<file path="config.mk">
export PLATFORM = sky130hd
export DESIGN_NAME = trit_spi_arbiter
export DESIGN_NICKNAME = d
export VERILOG_FILES = /design/src/rtl/trit_spi_arbiter.sv
export SDC_FILE = /design/constraint.sdc
export NUM_CORES = 1
export LEC_CHECK = 0
export ABC_AREA = 1
export CAP_MARGIN = 5
export CELL_PAD_IN_SITES_DETAIL_PLACEMENT = 0
export CELL_PAD_IN_SITES_GLOBAL_PLACEMENT = 1
export CORE_MARGIN = 1
export CORE_UTILIZATION = 28
export DETAILED_ROUTE_END_ITERATION = 7
export PLACE_DENSITY = 0.77
export SYNTH_ARGS = -nofsm -noshare
export SYNTH_HDL_FRONTEND = slang
export SYNTH_SLANG_ARGS = --single-unit
</file>
<file path="constraint.sdc">
create_clock -name I_clk -period 1.14 [get_ports I_clk]
set_input_delay 0.114 -clock I_clk [delete_from_list [all_inputs] [get_ports I_clk]]
set_output_delay 0.114 -clock I_clk [all_outputs]
set_load 0.1 [all_outputs]
</file>
<file path="src/rtl/trit_spi_arbiter.sv">
// Two-requester round-robin arbiter and sequencer for a trit-serial SPI link.
// Latency: request sampled in IDLE -> done pulse 2+2*TRITS*CLK_DIV cycles later.
// Backpressure: requests are level-held and wait while busy; sampled only in IDLE.
module trit_spi_arbiter #(
    parameter int TRITS   = 3,
    parameter int CLK_DIV = 2
) (
    input  logic                 I_clk,
    input  logic                 I_rst,
    input  logic                 I_req_a,
    input  logic [2*TRITS-1:0]   I_data_a,
    output logic                 O_done_a,
    input  logic                 I_req_b,
    input  logic [2*TRITS-1:0]   I_data_b,
    output logic                 O_done_b,
    output logic [2*TRITS-1:0]   O_rdata,
    output logic                 O_err,
    output logic                 O_busy,
    output logic                 O_cs,
    output logic [1:0]           O_mosi,
    input  logic [1:0]           I_miso,
    output logic [1:0]           O_sck
);

    localparam int W  = 2 * TRITS;
    localparam int DW = (CLK_DIV > 1) ? $clog2(CLK_DIV) : 1;
    localparam int TW = (TRITS > 1) ? $clog2(TRITS) : 1;

    typedef enum logic [2:0] {
        S_IDLE,
        S_LOAD,
        S_SETUP,
        S_SAMPLE,
        S_DONE
    } state_t;

    state_t        state, state_nxt;
    logic [DW-1:0] div_cnt;
    logic [TW-1:0] trit_cnt;
    logic [W-1:0]  tx_sr, rx_sr, tx_shift, rx_shift, data_sel;
    logic          gnt_b, last_b, pick_b, div_last, trit_last, tx_bad, err;

    always_comb begin
        pick_b   = (I_req_a && I_req_b) ? !last_b : I_req_b;
        data_sel = pick_b ? I_data_b : I_data_a;
        tx_bad   = 1'b0;
        for (int i = 0; i < TRITS; i++) begin
            if (data_sel[2*i +: 2] == 2'b11) tx_bad = 1'b1;
        end
        div_last  = (div_cnt == DW'(CLK_DIV - 1));
        trit_last = (trit_cnt == TW'(TRITS - 1));
        tx_shift  = tx_sr << 2;
        rx_shift  = rx_sr << 2;
        rx_shift[1:0] = I_miso;
    end

    always_ff @(posedge I_clk) begin
        if (I_rst) state <= S_IDLE;
        else       state <= state_nxt;
    end

    always_comb begin
        state_nxt = state;
        case (state)
            S_IDLE:   if (I_req_a || I_req_b) state_nxt = S_LOAD;
            S_LOAD:   state_nxt = S_SETUP;
            S_SETUP:  if (div_last) state_nxt = S_SAMPLE;
            S_SAMPLE: if (div_last) state_nxt = trit_last ? S_DONE : S_SETUP;
            S_DONE:   state_nxt = S_IDLE;
            default:  state_nxt = S_IDLE;
        endcase
    end

    // The word is captured on the IDLE->LOAD edge so its MSB trit is on the line during LOAD.
    always_ff @(posedge I_clk) begin
        if (I_rst) begin
            div_cnt  <= '0;
            trit_cnt <= '0;
            tx_sr    <= '0;
            rx_sr    <= '0;
            err      <= 1'b0;
            gnt_b    <= 1'b0;
            last_b   <= 1'b1;
        end else begin
            if ((state == S_SETUP || state == S_SAMPLE) && !div_last)
                div_cnt <= div_cnt + 1'b1;
            else
                div_cnt <= '0;
            case (state)
                S_IDLE: begin
                    if (I_req_a || I_req_b) begin
                        gnt_b    <= pick_b;
                        tx_sr    <= data_sel;
                        err      <= tx_bad;
                        trit_cnt <= '0;
                    end
                end
                S_SAMPLE: begin
                    if (div_last) begin
                        tx_sr    <= tx_shift;
                        rx_sr    <= rx_shift;
                        trit_cnt <= trit_cnt + 1'b1;
                        if (I_miso == 2'b11) err <= 1'b1;
                    end
                end
                S_DONE:  last_b <= gnt_b;
                default: ;
            endcase
        end
    end

    always_comb begin
        O_busy   = (state != S_IDLE);
        O_cs     = (state == S_LOAD) || (state == S_SETUP) || (state == S_SAMPLE);
        O_sck    = (state == S_SETUP) ? 2'b10 : (state == S_SAMPLE) ? 2'b01 : 2'b00;
        O_mosi   = O_cs ? tx_sr[W-1 -: 2] : 2'b00;
        O_done_a = (state == S_DONE) && !gnt_b;
        O_done_b = (state == S_DONE) && gnt_b;
        O_rdata  = rx_sr;
        O_err    = err;
    end

endmodule
</file>
* Yosys cells after proc, flatten, opt, wreduce, memory -nomap -nowiden
Cells that the tools add are included.
** Word-level totals
- Bits in registers :: 21
- Latch bits :: 0
- Bits in writable memories :: 0
- Memory bits (read-only) :: 0
- Memories kept :: 0
** Operators by class
- $add $sub $neg :: 2
- Multipliers :: 0
- Div/mod/pow operators :: 0
- $lt $le $gt $ge :: 0
- Eq/ne operators :: 13
- Shift-type cells :: 0
- Mux-type cells :: 23
- Bitwise logic cells :: 1
- Reduce and logical (&&, ||, !) cells :: 20
** Operator list (count)
- $mux 6 :: 3
- $mux 3 :: 4
- $pmux 3 s4 :: 1
- $pmux 6 s2 :: 1
- $eq 2x2->1 const B :: 5
- $mux 1 :: 8
- $mux 2 :: 4
- $eq 3x2->1 const B :: 2
- $ne 2x2->1 const B :: 3
- $reduce_and 3->1 :: 2
- $logic_and 1x1->1 :: 4
- $logic_or 1x1->1 :: 4
- $pmux 2 s2 :: 1
- $reduce_and 2->1 :: 2
- $reduce_and 4->1 :: 1
- $eq 3x1->1 const B :: 1
- $eq 3x3->1 const B :: 1
- $logic_not 1->1 :: 3
- $logic_not 3->1 :: 1
- $reduce_bool 3->1 :: 1
- $add 2x1->2 const B :: 1
- $ne 2x1->1 const B :: 1
- $pmux 1 s2 :: 1
- $reduce_bool 2->1 :: 1
- 3 further kinds :: 3

* Depth between registers and ports, before layout
Gate-level depths: netlist of the first run.
- Word-level depth :: 9
- Depth in mapped cells :: 9
- Mapped depth without buffers :: 9

* Worst setup path before layout of the first run
Ideal clock, no wire load.
- Path kind :: reg2out
- Start point :: register state[1]
- End point :: output port O_mosi[0]
- Data arrival time :: 3420 ps
- Data required time :: 1026 ps
- Path slack :: -2394 ps
- Cell stages (with the launch flop) :: 5
- Cells stage by stage :: dfxtp_1 > nor2_1 > nor2_1 > inv_1 > nor2_1
** On the way
- Longest elaborated chain between the ends :: 4
- Elaborated cells on any way between the ends :: 6
** RTL lines
- start: declaration :: RTL line 37 : state_t state, state_nxt;
- start signal: assignment :: RTL line 59 : else state <= state_nxt;
- $eq 3x1->1 or $eq 3x2->1 (tied branches) :: RTL line 114 : O_cs = (state == S_LOAD) || (state == S_SETUP) || (state == S_SAMPLE);
- $logic_or 1x1->1 :: RTL line 114
- $logic_or 1x1->1 * :: RTL line 114
- net O_cs :: RTL line 19 : output logic O_cs,
- $mux 2 * :: RTL line 116 : O_mosi = O_cs ? tx_sr[W-1 -: 2] : 2'b00;
- end: declaration :: RTL line 20 : output logic [1:0] O_mosi,
The timed path passes the listed nets; every way through them passes the cells marked *.

* Worst setup path after layout of the first run
- Start point :: register state[0]
- End point :: output port O_done_a
** On the way
- Longest elaborated chain between the ends :: 2
** RTL lines
- $eq 3x3->1 :: RTL line 117 : O_done_a = (state == S_DONE) && !gnt_b;
- $logic_and 1x1->1 :: RTL line 117
- end: declaration :: RTL line 12 : output logic O_done_a,
Every way passes these cells.

==> summary.txt, run 1 <==
Yosys
  – Sequential area share after synthesis: about two fifths
  – Cell count after synthesis: roughly 150
  – Synth cell types: 23
  – Syn Std Cell Area: around 1100 um^2
  – Syn avg cell area: ~6.9 um^2
  – Syn nets: roughly 170
  – Synthesized flop and latch total: 21
  – Warnings from Yosys: 0

Worst setup path
  – R2r startpoint: state[0]
  – Critical path startpoint: state[0]
  – Worst Setup End Kind: primary output
  – CP required: 1.03 ns
  – Crit-path slowest cell: dfxtp_4
  – Kind of critical path: reg2out
  – Crit path launch type: flop
  – Critical path's most frequent cell: nor2_4
  – Worst R2R Setup Slack: -0.17 ns
  – Worst-path fanout max: 3
  – FF-to-FF path depth: 8
  – Critical Path, Cell by Cell: buf_6, nor2_4, nand2_2, nor2_4, buf_12
  – Largest stage delay on the critical path: ~0.37 ns
  – WP data arrival: ~1.3 ns

Clock tree
  – Clock transition at path regs: roughly 0.080 ns
  – CTS tree: done
  – H-tree Lvls: 1
  – Clk_lat worst skew: around 0.26 ns
  – Hold Buf Count CTS: 0
  – Clock Tree Buf Depth: 2
  – Clock sinks: 21
  – Clock root cell: clkbuf_8
  – CTS Buf Count: 3

Hold path
  – Hold/Removal Path Class: in2reg
  – WHS Path Cells: 3
  – Hold Path Origin: I_miso[0]

Global route
  – Initial antenna violation count: 0
  – Overall routing resource usage: roughly 18%
  – Number of global-route vias before repair: 1234
  – First-pass GRT wire length: approximately 5600 um
  – Total global routing overflow: 0
  – Largest net degree at the start of global routing: 14

Final layout
  – Finished Layout Cells: approximately 270
  – ANT cells: 0
  – Filler cells: roughly 310
  – P&R area growth vs syn: 96.1%
  – Multi-input gate area: between 700 and 800 um^2
  – Register area: approximately 440 um^2
  – Ratio of cells with drive above 1 in the final layout: 45.2%
  – Final net count: 237

Timing
  – RSZ-0062 raised after global routing: yes
  – Total negative slack: -3.96 ns
  – Period minus WS final: between 1 and 1.5 ns
  – Post-route worst setup slack: -0.254 ns
  – Relative slew slack: between 70 and 80%
  – Layout Skew: about 0.00074 ns
  – Fmax: about 0.72 GHz
  – Setup-failing EPs final: 27
  – Worst-Margin Slew: roughly 0.32 ns
  – Final hold vios: 0
  – Fin. max-slew vios: 0
  – Tcrit/Tclk final: 122%

Route
  – Routed via count: about 1200
  – Avg WL per Cell: ~13 um
  – Final ANT Viol Nets: 0
  – Avg Vias per Cell: approximately 4.7
  – DRC: 0
  – Detailed Route WL: around 3400 um
  – 1st-iter DRT viols: 53
  – First-pass DRT Iterations: 4

Pwr
  – Leak: 0.868 nW
  – Pwr dens: roughly 1600 nW/um^2
  – Worst IR drop on VDD: between 0.8 and 0.9 mV

Placed design
  – GPL Wtd Cong: 0.769
  – IO Port Bufs: 32
  – DP Cell Count: 247
  – DP Wirelength: approximately 2300 um

Die
  – Die ar.: a little over 4000 um^2
  – # IOs: 33
  – Initial Utilization: between 20 and 30%
  – Die extent in y: ~64 um
  – Die X: 63.7 um
  – Core ar.: around 3700 um^2
  – FP Rows: 22

Run status
  – Failing checks: negative setup slack
  – Status: finished with violations

Job
  – Max Cap Violations: 0
==> registers in the layout, indices dropped and copies added (netlist names) <==
signal / flops
trit_cnt: 2
O_err: 1
state: 3
last_b: 1
div_cnt: 1
O_rdata: 6
gnt_b: 1
tx_sr: 6
==> critical path, delay by kind of cell (launching register included) <==
kind / cells / cell delay, ns
buf+inv: 2 / 0.30
simple gates: 3 / 0.35
flops: 1 / 0.37
==> cell type report <==
type	instances	share of cell area (%)
tap	48	2.87
inverter	18	4.30
clock buffer	3	1.97
multi-input combinational	112	33.7
clock inverter	1	0.299
timing repair buffer	62	35.9
sequential	21	21.0
==> per-layer routing <==
layer  vias up  share of wire [%]  track usage (%)  routed length [um]
li1        629                  -                -                   -
met1       591                 43             21.2                1460
met2        18                 53             31.4                1790
met3         2                2.4             3.75                  81
met4         0               0.66             4.55                  22
met5         -                  0                0                   0
==> metrics by stage <==
stage,utilization (%),power (mW),area (um^2),setup slack [ns],hold WS [ns]
floorplan,-,1.90,1150,-0.613,0.176
global placement,48.4,2.42,1770,-0.246,0.450
detailed placement,48.4,2.44,1770,-0.288,0.456
CTS,55.5,3.23,2030,-0.252,0.466
global route,57.2,3.47,2090,-0.302,0.485
finish,57.2,3.30,2090,-0.254,0.475
==> worst paths after layout <==
path                endpoint
hold / removal    O_rdata[0]
setup / recovery    O_done_a
hold reg to reg       last_b
setup reg to reg    tx_sr[3]
==> report_power, final <==
part / switching, mW / internal, mW / total (mW)
clock network: 0.269 / 0.249 / 0.518
registers: 0.103 / 0.836 / 0.939
logic: 1.06 / 0.787 / 1.85
total: 1.43 / 1.87 / 3.30
==> cells in the mapped netlist, drive strengths merged <==
| master | number | share of area, % |
|---|---|---|
| a31oi | 2 | 1.2 |
| inv | 18 | 6.3 |
| ha | 1 | 1.2 |
| nor4 | 1 | 0.59 |
| nor2 | 17 | 6.9 |
| nand2 | 42 | 16 |
| nand3 | 23 | 13 |
| a21oi | 15 | 7.4 |
| nand4 | 1 | 2.0 |
| clkbuf | 2 | 0.70 |
| o21ai | 9 | 4.2 |
| buf | 2 | 1.5 |
| dfxtp | 21 | 39 |
==> cell usage in the layout (no fill, tap or decap), types with 3 or more instances in the layout <==
cell type,instances
nand3_4,5
nor2_4,8
inv_2,4
nand2_1,38
clkdlybuf4s50_1,17
inv_1,9
buf_12,15
dfxtp_1,11
buf_4,22
a21oi_2,8
a21oi_1,7
nand2_2,3
clkbuf_8,3
dfxtp_2,7
buf_6,6
o21ai_0,7
nor2_1,9
nand3_1,16
dfxtp_4,3
==> logic make-up (layout without fill, tap and decap cells) <==
family | after synthesis | after routing | synth area share (%)
AOI/OAI and AO/OA | 26 | 26 | 12.8
adders and majority gates | 1 | 1 | 1.17
buffers and inverters | 22 | 84 | 8.56
DFF | 21 | 21 | 39.4
and+or+nand+nor | 84 | 85 | 38.1
==> repair_timing <==
action,CTS,global route
pin swaps,13,6
setup buffers,8,4
resized for setup,29,9
setup endpoints to repair,18,27
cloned,2,0
Note: power is estimated with default switching activity, not from simulation.
==> run 2: changes to the inputs <==
Settings changed: ABC_CLOCK_PERIOD_IN_PS set to 1240.
Clock period 1.14 ns to 1.24 ns, I/O delays scaled along.
==> run 2 against run 1 <==
The run still ends with negative setup slack left. Sequential cell count is the same. Worst setup slack improved by 0.073 ns. Count of clock-buffer cells in the layout unchanged. Register-to-register slack improved by 0.05 ns. Clock skew rose by 0.00057 ns. Via count shrank 1.9%. Die area unchanged. Combinational power fell by 6%. Critical path depth is the same.
==> summary.txt, run 2 (same netlist as run 1, synthesis figures left out) <==
Hold path
  – WHS Path Cells: 3 (unchanged)
  – Hold Path Origin: I_miso[1]
  – Hold Path Sink: O_rdata[1]
  – Hold/Removal Path Class: in2reg

Worst setup path
  – Crit path buf inv count: 3 (+1)
  – WP data arrival: 1.30 ns (+0.02 ns)
  – CP required: 1.12 ns (+0.09 ns)
  – Worst flop-to-flop path endpoint: tx_sr[5]
  – CP top delay family: buffers and inverters
  – FF-to-FF path depth: 8 (unchanged)
  – Crit path launch type: flop
  – R2r startpoint: state[2]
  – Largest stage delay on the critical path: 0.37 ns (about the same)
  – Kind of critical path: reg2out
  – Worst-path fanout max: 3 (unchanged)
  – Critical path startpoint: state[2]
  – Critical Path, Cell by Cell: buf_4, nor2_4, inv_2, nor2_4, buf_12
  – Crit-path slowest cell: dfxtp_4
  – Worst Setup End Kind: primary output
  – Worst R2R Setup Slack: -0.12 ns (+0.05 ns)
  – Critical path's most frequent cell: nor2_4

Timing
  – RSZ-0062 raised after global routing: yes
  – Fmax: ~0.7 GHz
  – Relative slew slack: 78.8% (about the same)
  – Post-route worst setup slack: -0.181 ns (+0.0733 ns)
  – Worst-Margin Slew: 0.318 ns (-0.00107 ns)
  – Layout Skew: 0.00131 ns (+0.000566 ns)
  – Hold Slack: 0.470 ns (-0.00468 ns)
  – Period minus WS final: 1.42 ns
  – Total negative slack: -1.38 ns (+2.58 ns)
  – Tcrit/Tclk final: 115%
  – Final hold vios: 0 (unchanged)
  – Fin. max-slew vios: 0 (unchanged)
  – Setup-failing EPs final: 15 (-44%)

Global route
  – Total global routing overflow: 0 (unchanged)
  – Largest net degree at the start of global routing: 14 (unchanged)
  – First-pass GRT wire length: 5060 um (-10%)
  – Number of global-route vias before repair: 1132 (-8.3%)
  – Initial antenna violation count: 0 (unchanged)
  – Overall routing resource usage: 16.0% (-1.6 points)

Final layout
  – Register area: 440 um^2 (unchanged)
  – Most frequent cells in the layout: nand2_1, buf_4, clkdlybuf4s50_1
  – P&R area growth vs syn: 94.5%
  – Ratio of cells with drive above 1 in the final layout: 47.0% (+1.8 points)
  – Finished Layout Cells: 265 (unchanged)
  – Final net count: 237 (unchanged)
  – ANT cells: 0 (unchanged)
  – Most common cell after layout, fill and taps aside: nand2_1
  – Filler cells: 315 (+0.96%)
  – Multi-input gate area: 706 um^2 (+0.18%)

Route
  – Detailed Route WL: 3190 um (-4.9%)
  – Avg WL per Cell: 12.0 um (-4.9%)
  – Routed via count: 1216 (-1.9%)
  – First-pass DRT Iterations: 4 (unchanged)
  – DRC: 0 (unchanged)
  – Avg Vias per Cell: 4.59 (-1.9%)
  – Final ANT Viol Nets: 0 (unchanged)
  – 1st-iter DRT viols: 50 (-5.7%)

Pwr
  – Leak: 0.864 nW (-0.47%)
  – Pwr dens: 1470 nW/um^2 (-6.9%)
  – Worst IR drop on VDD: 0.618 mV (-30%)

Clock tree
  – Clk_lat worst skew: 0.26 ns (about the same)
  – H-tree Lvls: 1 (unchanged)
  – Clock sinks: 21 (unchanged)
  – Clock Tree Buf Depth: 2 (unchanged)
  – CTS Buf Count: 3 (unchanged)
  – Clock transition at path regs: 0.08 ns (about the same)
  – CTS tree: done
  – Clock root cell: clkbuf_8

Job
  – Max Cap Violations: 0 (unchanged)

Die
  – Die X: 63.7 um (unchanged)
  – Die ar.: 4060 um^2 (unchanged)
  – Initial Utilization: 29.2% (unchanged)
  – Core ar.: 3660 um^2 (unchanged)
  – FP Rows: 22 (unchanged)
  – Die extent in y: 63.7 um (unchanged)
  – # IOs: 33 (unchanged)

Run status
  – Failing checks: negative setup slack
  – Status: finished with violations

Placed design
  – DP Cell Count: 246 (-0.40%)
  – Worst slack at placement: -0.220 ns (+0.0680 ns)
  – DP Wirelength: 2330 um (+1.9%)
  – IO Port Bufs: 32 (unchanged)
  – GPL Wtd Cong: 0.810 (+5.3%)
==> run 2: cell types whose count changed in the layout (fill, tap and decap cells not counted), sizes merged <==
cell	delta
nand2	-1
buf	+2
bufbuf	-1
==> run 2: tightest hold or removal path: stages <==
cell and delay (ns):
clkdlybuf4s50_1 0.43, nand3_1 0.09, a21oi_1 0.05
==> run 2: how the worst max path moves through the flow <==
stage / endpoint / slack (ns) / depth (start not counted)
after detailed placement: tx_sr[2] / -0.22 / 8
after global routing: O_done_b / -0.22 / 5
after global placement: tx_sr[3] / -0.16 / 8
after CTS: O_done_b / -0.19 / 5
after floorplan: O_mosi[0] / -0.52 / 4
final: O_mosi[1] / -0.18 / 5
==> run 2: layout make-up <==
class,count,share of cell area (%)
timing repair buffer,63,35.5
multi-input combinational,111,34.0
sequential,21,21.2
inverter,18,4.10
tap,48,2.89
clock buffer,3,1.99
clock inverter,1,0.301
==> run 2: power by group <==
group | internal [mW] | switching [mW]
sequential | 0.768 | 0.0809
combinational | 0.731 | 0.996
clock | 0.229 | 0.244
==> run 2: what timing repair did <==
action                     in CTS  in global routing
resized for setup              11                 33
setup buffers                   6                  9
pin swaps                       6                 10
setup endpoints to repair       9                 18
hold buffers                    0                  0
==> run 2: metal layers <==
layer	track usage [%]	routed length, um	part of all wire (%)	vias up
met5	0	0	0	-
met4	5.97	59	1.9	0
met3	3.75	73	2.3	6
met2	27.7	1680	53	15
met1	19.2	1370	43	566
li1	-	-	-	629
==> run 2: stage by stage <==
stage               util (%)  cell area, um^2  power (mW)
finish                  56.7             2080        3.05
global route            56.7             2080        3.21
CTS                     51.6             1890        2.81
detailed placement      48.2             1760        2.24
global placement        48.2             1760        2.21
floorplan                  -             1140        1.74
